===== config.mk =====
export PLATFORM = sky130hd
export DESIGN_NAME = ctrl_pipe_unit
export DESIGN_NICKNAME = d
export VERILOG_FILES = /design/src/rtl/ctrl_pipe_unit.sv
export SDC_FILE = /design/constraint.sdc
export NUM_CORES = 1
export LEC_CHECK = 0
export ABC_AREA = 1
export CORE_MARGIN = 8
export CORE_UTILIZATION = 45
export DETAILED_ROUTE_END_ITERATION = 8
export PLACE_DENSITY = 0.74
export SLEW_MARGIN = 20
export SYNTH_ARGS = -nofsm -noshare
export SYNTH_HDL_FRONTEND = slang
export SYNTH_SLANG_ARGS = --single-unit

===== constraint.sdc =====
create_clock -name clk -period 1.9 [get_ports clk]
set_input_delay 0.38 -clock clk [delete_from_list [all_inputs] [get_ports clk]]
set_output_delay 0.38 -clock clk [all_outputs]
set_load 0.02 [all_outputs]

===== src/rtl/ctrl_pipe_unit.sv =====
// Purpose: MIPS32 ID-stage control decode carried through registered EX/MEM/WB stages.
// Latency: ID bundle on ex_* one edge later, mem_* after two, wb_* after three; stall is combinational.
// Backpressure: stall holds PC/IF-ID and injects an EX bubble; flush bubbles EX and MEM; WB always drains.
//
// Ports: clk/reset (async active-low); id_valid, opcode, id_rs, id_rt describe the ID instruction;
//        flush kills the ID and EX instructions; stall requests a load-use hold; illegal_op flags an
//        undecodable valid instruction in EX; ex_*/mem_*/wb_* are the per-stage control bundles;
//        bubble_cnt is a saturating count of stall and flush bubbles.
module ctrl_pipe_unit #(
  parameter int REG_ADDR_W = 5,
  parameter int EXT_OPS    = 1,
  parameter int CNT_W      = 16
) (
  input  logic                  clk,
  input  logic                  reset,
  input  logic                  id_valid,
  input  logic [5:0]            opcode,
  input  logic [REG_ADDR_W-1:0] id_rs,
  input  logic [REG_ADDR_W-1:0] id_rt,
  input  logic                  flush,
  output logic                  stall,
  output logic                  illegal_op,
  output logic                  ex_valid,
  output logic [1:0]            ex_RegDst,
  output logic [1:0]            ex_ALUOp,
  output logic                  ex_ALUSrc,
  output logic                  ex_sign_or_zero,
  output logic                  ex_Jump,
  output logic [REG_ADDR_W-1:0] ex_rt,
  output logic                  mem_valid,
  output logic                  mem_MemRead,
  output logic                  mem_MemWrite,
  output logic                  mem_Branch,
  output logic                  wb_valid,
  output logic                  wb_RegWrite,
  output logic [1:0]            wb_MemtoReg,
  output logic [CNT_W-1:0]      bubble_cnt
);

  // Controls grouped by the stage that consumes them, so each stage only stores what is still needed.
  typedef struct packed {
    logic [1:0] reg_dst;
    logic [1:0] alu_op;
    logic       alu_src;
    logic       sign_or_zero;
    logic       jump;
  } ex_ctrl_t;

  typedef struct packed {
    logic mem_read;
    logic mem_write;
    logic branch;
  } mem_ctrl_t;

  typedef struct packed {
    logic       reg_write;
    logic [1:0] mem_to_reg;
  } wb_ctrl_t;

  localparam logic [5:0] OP_RTYPE = 6'b000000;
  localparam logic [5:0] OP_J     = 6'b000010;
  localparam logic [5:0] OP_JAL   = 6'b000011;
  localparam logic [5:0] OP_BEQ   = 6'b000100;
  localparam logic [5:0] OP_ADDI  = 6'b001000;
  localparam logic [5:0] OP_SLTI  = 6'b001010;
  localparam logic [5:0] OP_ANDI  = 6'b001100;
  localparam logic [5:0] OP_ORI   = 6'b001101;
  localparam logic [5:0] OP_LW    = 6'b100011;
  localparam logic [5:0] OP_SW    = 6'b101011;

  ex_ctrl_t              id_ex, ex_ctrl_q, ex_ctrl_d;
  mem_ctrl_t             id_mem, ex_mem_q, ex_mem_d, mem_ctrl_q, mem_ctrl_d;
  wb_ctrl_t              id_wb, ex_wb_q, ex_wb_d, mem_wb_q, mem_wb_d, wb_ctrl_q, wb_ctrl_d;
  logic                  id_illegal;
  logic                  ex_valid_q, ex_valid_d;
  logic                  mem_valid_q, mem_valid_d;
  logic                  wb_valid_q, wb_valid_d;
  logic                  illegal_q, illegal_d;
  logic [REG_ADDR_W-1:0] ex_rt_q, ex_rt_d;
  logic [CNT_W-1:0]      bubble_cnt_q, bubble_cnt_d;
  logic                  ex_load;

  // ID decode; unknown opcodes produce an all-zero (NOP) bundle tagged illegal.
  always_comb begin
    id_ex      = '0;
    id_mem     = '0;
    id_wb      = '0;
    id_illegal = 1'b0;
    case (opcode)
      OP_LW: begin
        id_ex.alu_src      = 1'b1;
        id_ex.sign_or_zero = 1'b1;
        id_mem.mem_read    = 1'b1;
        id_wb.reg_write    = 1'b1;
        id_wb.mem_to_reg   = 2'b01;
      end
      OP_SW: begin
        id_ex.alu_src      = 1'b1;
        id_ex.sign_or_zero = 1'b1;
        id_mem.mem_write   = 1'b1;
      end
      OP_BEQ: begin
        id_ex.alu_op       = 2'b01;
        id_ex.sign_or_zero = 1'b1;
        id_mem.branch      = 1'b1;
      end
      OP_RTYPE: begin
        id_ex.reg_dst   = 2'b01;
        id_ex.alu_op    = 2'b10;
        id_wb.reg_write = 1'b1;
      end
      OP_J: begin
        id_ex.jump = 1'b1;
      end
      OP_JAL: begin
        id_ex.jump       = 1'b1;
        id_ex.reg_dst    = 2'b10;
        id_wb.reg_write  = 1'b1;
        id_wb.mem_to_reg = 2'b10;
      end
      OP_ADDI: begin
        id_ex.alu_src      = 1'b1;
        id_ex.sign_or_zero = 1'b1;
        id_wb.reg_write    = 1'b1;
      end
      OP_ANDI, OP_ORI, OP_SLTI: begin
        if (EXT_OPS != 0) begin
          id_ex.alu_src      = 1'b1;
          id_ex.alu_op       = 2'b11;
          // Logical immediates zero-extend; slti compares a signed immediate.
          id_ex.sign_or_zero = (opcode == OP_SLTI);
          id_wb.reg_write    = 1'b1;
        end else begin
          id_illegal = 1'b1;
        end
      end
      default: id_illegal = 1'b1;
    endcase
  end

  // Load-use hazard: the lw in EX has not produced its data yet; flush overrides because
  // the dependent ID instruction is being killed anyway.
  assign stall = id_valid & ex_valid_q & ex_mem_q.mem_read &
                 ((ex_rt_q == id_rs) | (ex_rt_q == id_rt)) & ~flush;

  assign ex_load = id_valid & ~stall & ~flush;

  always_comb begin
    // EX: take the ID bundle or a zeroed bubble (stall, flush or empty ID).
    ex_valid_d = ex_load;
    ex_ctrl_d  = ex_load ? id_ex  : '0;
    ex_mem_d   = ex_load ? id_mem : '0;
    ex_wb_d    = ex_load ? id_wb  : '0;
    ex_rt_d    = ex_load ? id_rt  : '0;
    illegal_d  = ex_load & id_illegal;

    // MEM: EX contents are already zero when invalid, so only flush needs masking.
    mem_valid_d = ex_valid_q & ~flush;
    mem_ctrl_d  = flush ? '0 : ex_mem_q;
    mem_wb_d    = flush ? '0 : ex_wb_q;

    // WB always drains MEM.
    wb_valid_d = mem_valid_q;
    wb_ctrl_d  = mem_wb_q;

    bubble_cnt_d = bubble_cnt_q;
    if ((stall | flush) && !(&bubble_cnt_q)) begin
      bubble_cnt_d = bubble_cnt_q + CNT_W'(1);
    end
  end

  always_ff @(posedge clk or negedge reset) begin
    if (!reset) begin
      ex_valid_q   <= 1'b0;
      ex_ctrl_q    <= '0;
      ex_mem_q     <= '0;
      ex_wb_q      <= '0;
      ex_rt_q      <= '0;
      illegal_q    <= 1'b0;
      mem_valid_q  <= 1'b0;
      mem_ctrl_q   <= '0;
      mem_wb_q     <= '0;
      wb_valid_q   <= 1'b0;
      wb_ctrl_q    <= '0;
      bubble_cnt_q <= '0;
    end else begin
      ex_valid_q   <= ex_valid_d;
      ex_ctrl_q    <= ex_ctrl_d;
      ex_mem_q     <= ex_mem_d;
      ex_wb_q      <= ex_wb_d;
      ex_rt_q      <= ex_rt_d;
      illegal_q    <= illegal_d;
      mem_valid_q  <= mem_valid_d;
      mem_ctrl_q   <= mem_ctrl_d;
      mem_wb_q     <= mem_wb_d;
      wb_valid_q   <= wb_valid_d;
      wb_ctrl_q    <= wb_ctrl_d;
      bubble_cnt_q <= bubble_cnt_d;
    end
  end

  assign illegal_op      = illegal_q;
  assign ex_valid        = ex_valid_q;
  assign ex_RegDst       = ex_ctrl_q.reg_dst;
  assign ex_ALUOp        = ex_ctrl_q.alu_op;
  assign ex_ALUSrc       = ex_ctrl_q.alu_src;
  assign ex_sign_or_zero = ex_ctrl_q.sign_or_zero;
  assign ex_Jump         = ex_ctrl_q.jump;
  assign ex_rt           = ex_rt_q;
  assign mem_valid       = mem_valid_q;
  assign mem_MemRead     = mem_ctrl_q.mem_read;
  assign mem_MemWrite    = mem_ctrl_q.mem_write;
  assign mem_Branch      = mem_ctrl_q.branch;
  assign wb_valid        = wb_valid_q;
  assign wb_RegWrite     = wb_ctrl_q.reg_write;
  assign wb_MemtoReg     = wb_ctrl_q.mem_to_reg;
  assign bubble_cnt      = bubble_cnt_q;

endmodule


==> results.json <==
{
  "reg2reg_to": "bubble_cnt[1]",
  "status": "finished clean",
  "grt-ovfl-total": 0,
  "cts_sinks": 46,
  "cp-start-kind": "flop",
  "cts_tree": "yes",
  "cts_buffers": 5,
  "start_util_pct": 46.20,
  "drive_above_1_share_pct": 10.03,
  "worst_slew_margin_rel_pct": 61.87,
  "drc_errors": 0,
  "synth.net_count": 310,
  "rows": 26,
  "place.detailed.hpwl_um": 3900,
  "grt_pass1_vias": 1962,
  "crit_path_max_fanout": 4,
  "core_mm2": 0.005042,
  "io_buffer_count": 58,
  "cts_root_buf": "clkbuf_8",
  "avgViaCountPerCell": 4.660,
  "htreeDepth": 2,
  "antenna_found_initial": 0,
  "stdcell_count": 429,
  "reg2reg_slack_ns": 0.25,
  "place_inst": 421,
  "holdWs_ns": 0.1466,
  "first_iter_violations": 78,
  "reg2reg_from": "bubble_cnt[0]",
  "yosysUniqueCellTypes": 26,
  "die_width_um": 87.95,
  "yosysTopAreaCell": "dfrtp_1",
  "crit_path_max_incr_delay_ns": 0.59,
  "tns_ns": 0,
  "final_nets": 379,
  "firstDrtPassIters": 4,
  "diodes": 0,
  "grtUsageMet1_pct": 17.16,
  "met2_usage_pct": 24.15,
  "crit_slowest_cell": "clkdlybuf4s50_1",
  "ant_nets": 0,
  "synth_top_area_share_pct": 49.41,
  "fin_crit_ns": 1.818,
  "syn_to_final_growth_pct": 34.37,
  "ys_seq_elements": 46,
  "power.density_mw_per_mm2": 688.6,
  "finalHoldViolCount": 0,
  "drv_cap": 0,
  "critPathArrivalTime_ns": 1.44,
  "period_share_pct": 95.69,
  "wl_per_cell_um": 11.83,
  "die_h_um": 87.95,
  "clk_pin_slew_ns": 0.09,
  "worstPathCellList": "buf_4 > clkdlybuf4s50_1",
  "yosysWarnings": 0,
  "critical_path_class": "flop to primary output",
  "maxSlewViolCount": 0,
  "grt_max_degree": 47,
  "grt_usage_pct": 14.57,
  "gp_congestion": 0.8540,
  "worst_slack_ns": 0.08183,
  "fmax_ghz": 0.5500,
  "synth.avg_cell_area_um2": 8.061,
  "insertion_delay_ns": 0.30,
  "post-place-ws_ns": -0.4964,
  "hp-class": "input pin to asynchronous set/reset pin",
  "routed_wl_um": 5077,
  "hold_buffers": 0,
  "setup.worst_path.start": "ex_rt[2]",
  "rr_worst_depth": 9,
  "tightest_slew_ns": 0.5719,
  "clk_path_buf_depth": 2,
  "met3_usage_pct": 3.189,
  "ir_drop_uv": 333.4,
  "worstPathRequired_ns": 1.52,
  "endpoint_kind": "primary output",
  "synth_area_mm2": 0.002330,
  "rsz0062_at_grt": "true",
  "syn_inst": 289,
  "cts_setup_buffers": 0,
  "fin_util_pct": 62.08,
  "yosysSeqAreaShare_pct": 49.41,
  "setup_violations": 0,
  "dieArea_mm2": 0.007735,
  "p_leak_nw": 1.634,
  "yosys-top-cells-area": "dfrtp_1 49%, nand2_1 12%, inv_1 7.1%, nor2_1 7.1%, nand3_1 5.8%",
  "skew_ns": 0.009700,
  "grt_pass1_wl_um": 8859,
  "io_pins": 59,
  "vias": 1999,
  "busiest_layer": "met2"
}
==> power by group <==
part | total (mW) | internal, mW | switching (mW)
clock | 0.595 | 0.259 | 0.336
combinational | 0.450 | 0.213 | 0.237
sequential | 1.11 | 1.03 | 0.0763
==> Yosys cell counts <==
| master | n |
|---|---|
| inv_1 | 44 |
| nor2_8 | 1 |
| nor2_4 | 1 |
| nor3_1 | 4 |
| nand2_1 | 77 |
| dfrtp_1 | 46 |
| buf_8 | 1 |
| o21ai_0 | 1 |
| nand3_2 | 2 |
| nor2_1 | 44 |
| nand2_2 | 3 |
| ha_1 | 1 |
| buf_6 | 3 |
| nand3_1 | 27 |
| nand2_4 | 3 |
| clkbuf_1 | 1 |
| xor2_1 | 6 |
| nand4_1 | 5 |
| buf_4 | 1 |
| a21oi_1 | 4 |
| xnor2_1 | 6 |
| and3_1 | 3 |
| buf_2 | 1 |
| nor3_4 | 2 |
| nor2_2 | 1 |
| inv_2 | 1 |
==> what timing repair did <==
action / CTS / global route
gates resized for setup: 14 / 0
cloned: 0 / 0
pin swaps: 6 / 5
endpoints found under the setup margin: 1 / 1
==> cells in the final DEF (no fill, tap or decap), types with 2 or more instances in the layout <==
cell type        instances
nor2_1                  44
xor2_1                   6
nand2_2                  3
and3_1                   3
a21oi_1                  4
clkdlybuf4s50_1         48
nand3_1                 27
buf_12                   3
xnor2_1                  6
nand4_1                  5
clkbuf_8                 5
nor3_4                   2
dlygate4sd2_1            8
dfrtp_1                 46
nand2_1                 77
nor3_1                   3
buf_4                    9
inv_1                   44
nand3_2                  2
nand2_4                  3
==> worst max-delay path, delay by kind of cell, from the launching register on <==
kind                   cells  cell delay (ns)
buffers and inverters      2             0.72
flip-flops                 1             0.43
==> per-stage QoR <==
stage,power (mW),area [um^2]
6_report,2.156,3131
5_1_grt,2.268,3131
4_1_cts,2.184,3131
3_5_place_dp,1.593,3048
3_3_place_gp,1.581,3048
2_1_floorplan,1.351,2330
==> routing by layer <==
layer	wire length [um]	part of all wire (%)
met5	0	0
met4	107	2.1
met3	286	5.6
met2	2450	48
met1	2232	44
==> cell families (layout without fill, tap and decap cells) <==
| family | count (synthesis) | count (layout) | synth area share [%] |
|---|---|---|---|
| compound gates | 5 | 5 | 1.074 |
| flops | 46 | 46 | 49.41 |
| simple gates | 173 | 173 | 34.43 |
| buf+inv | 52 | 122 | 10.04 |
| xor+xnor | 12 | 12 | 4.511 |
| fa+ha+maj | 1 | 1 | 0.5370 |
==> layout make-up <==
cell class	instances	area (um^2)
Tap cell	70	87.58
Clock inverter	3	21.27
Clock buffer	5	68.82
Multi-Input combinational cell	191	949.7
Fill cell	457	1912
Inverter	45	168.9
Sequential cell	46	1151
Timing Repair Buffer	69	683.2
==> flip-flops by register name, indices dropped and copies added (netlist names) <==
register	flops
bubble_cnt	16
ex_ALUOp	2
ex_ALUSrc	1
ex_Jump	1
ex_RegDst	2
ex_mem_q	3
ex_rt	5
ex_sign_or_zero	1
ex_valid	1
ex_wb_q	2
illegal_op	1
mem_Branch	1
mem_MemRead	1
mem_MemWrite	1
mem_valid	1
mem_wb_q	3
wb_MemtoReg	2
wb_RegWrite	1
wb_valid	1
==> worst max-delay path by stage <==
stage	slack, ns	endpoint
detailed placement	-0.50	stall
global placement	-0.48	stall
CTS	0.05	ex_rt[2]
finish	0.08	ex_rt[2]
global route	-0.04	stall
floorplan	0.26	bubble_cnt[10]
(Power assumes the default switching activity.)
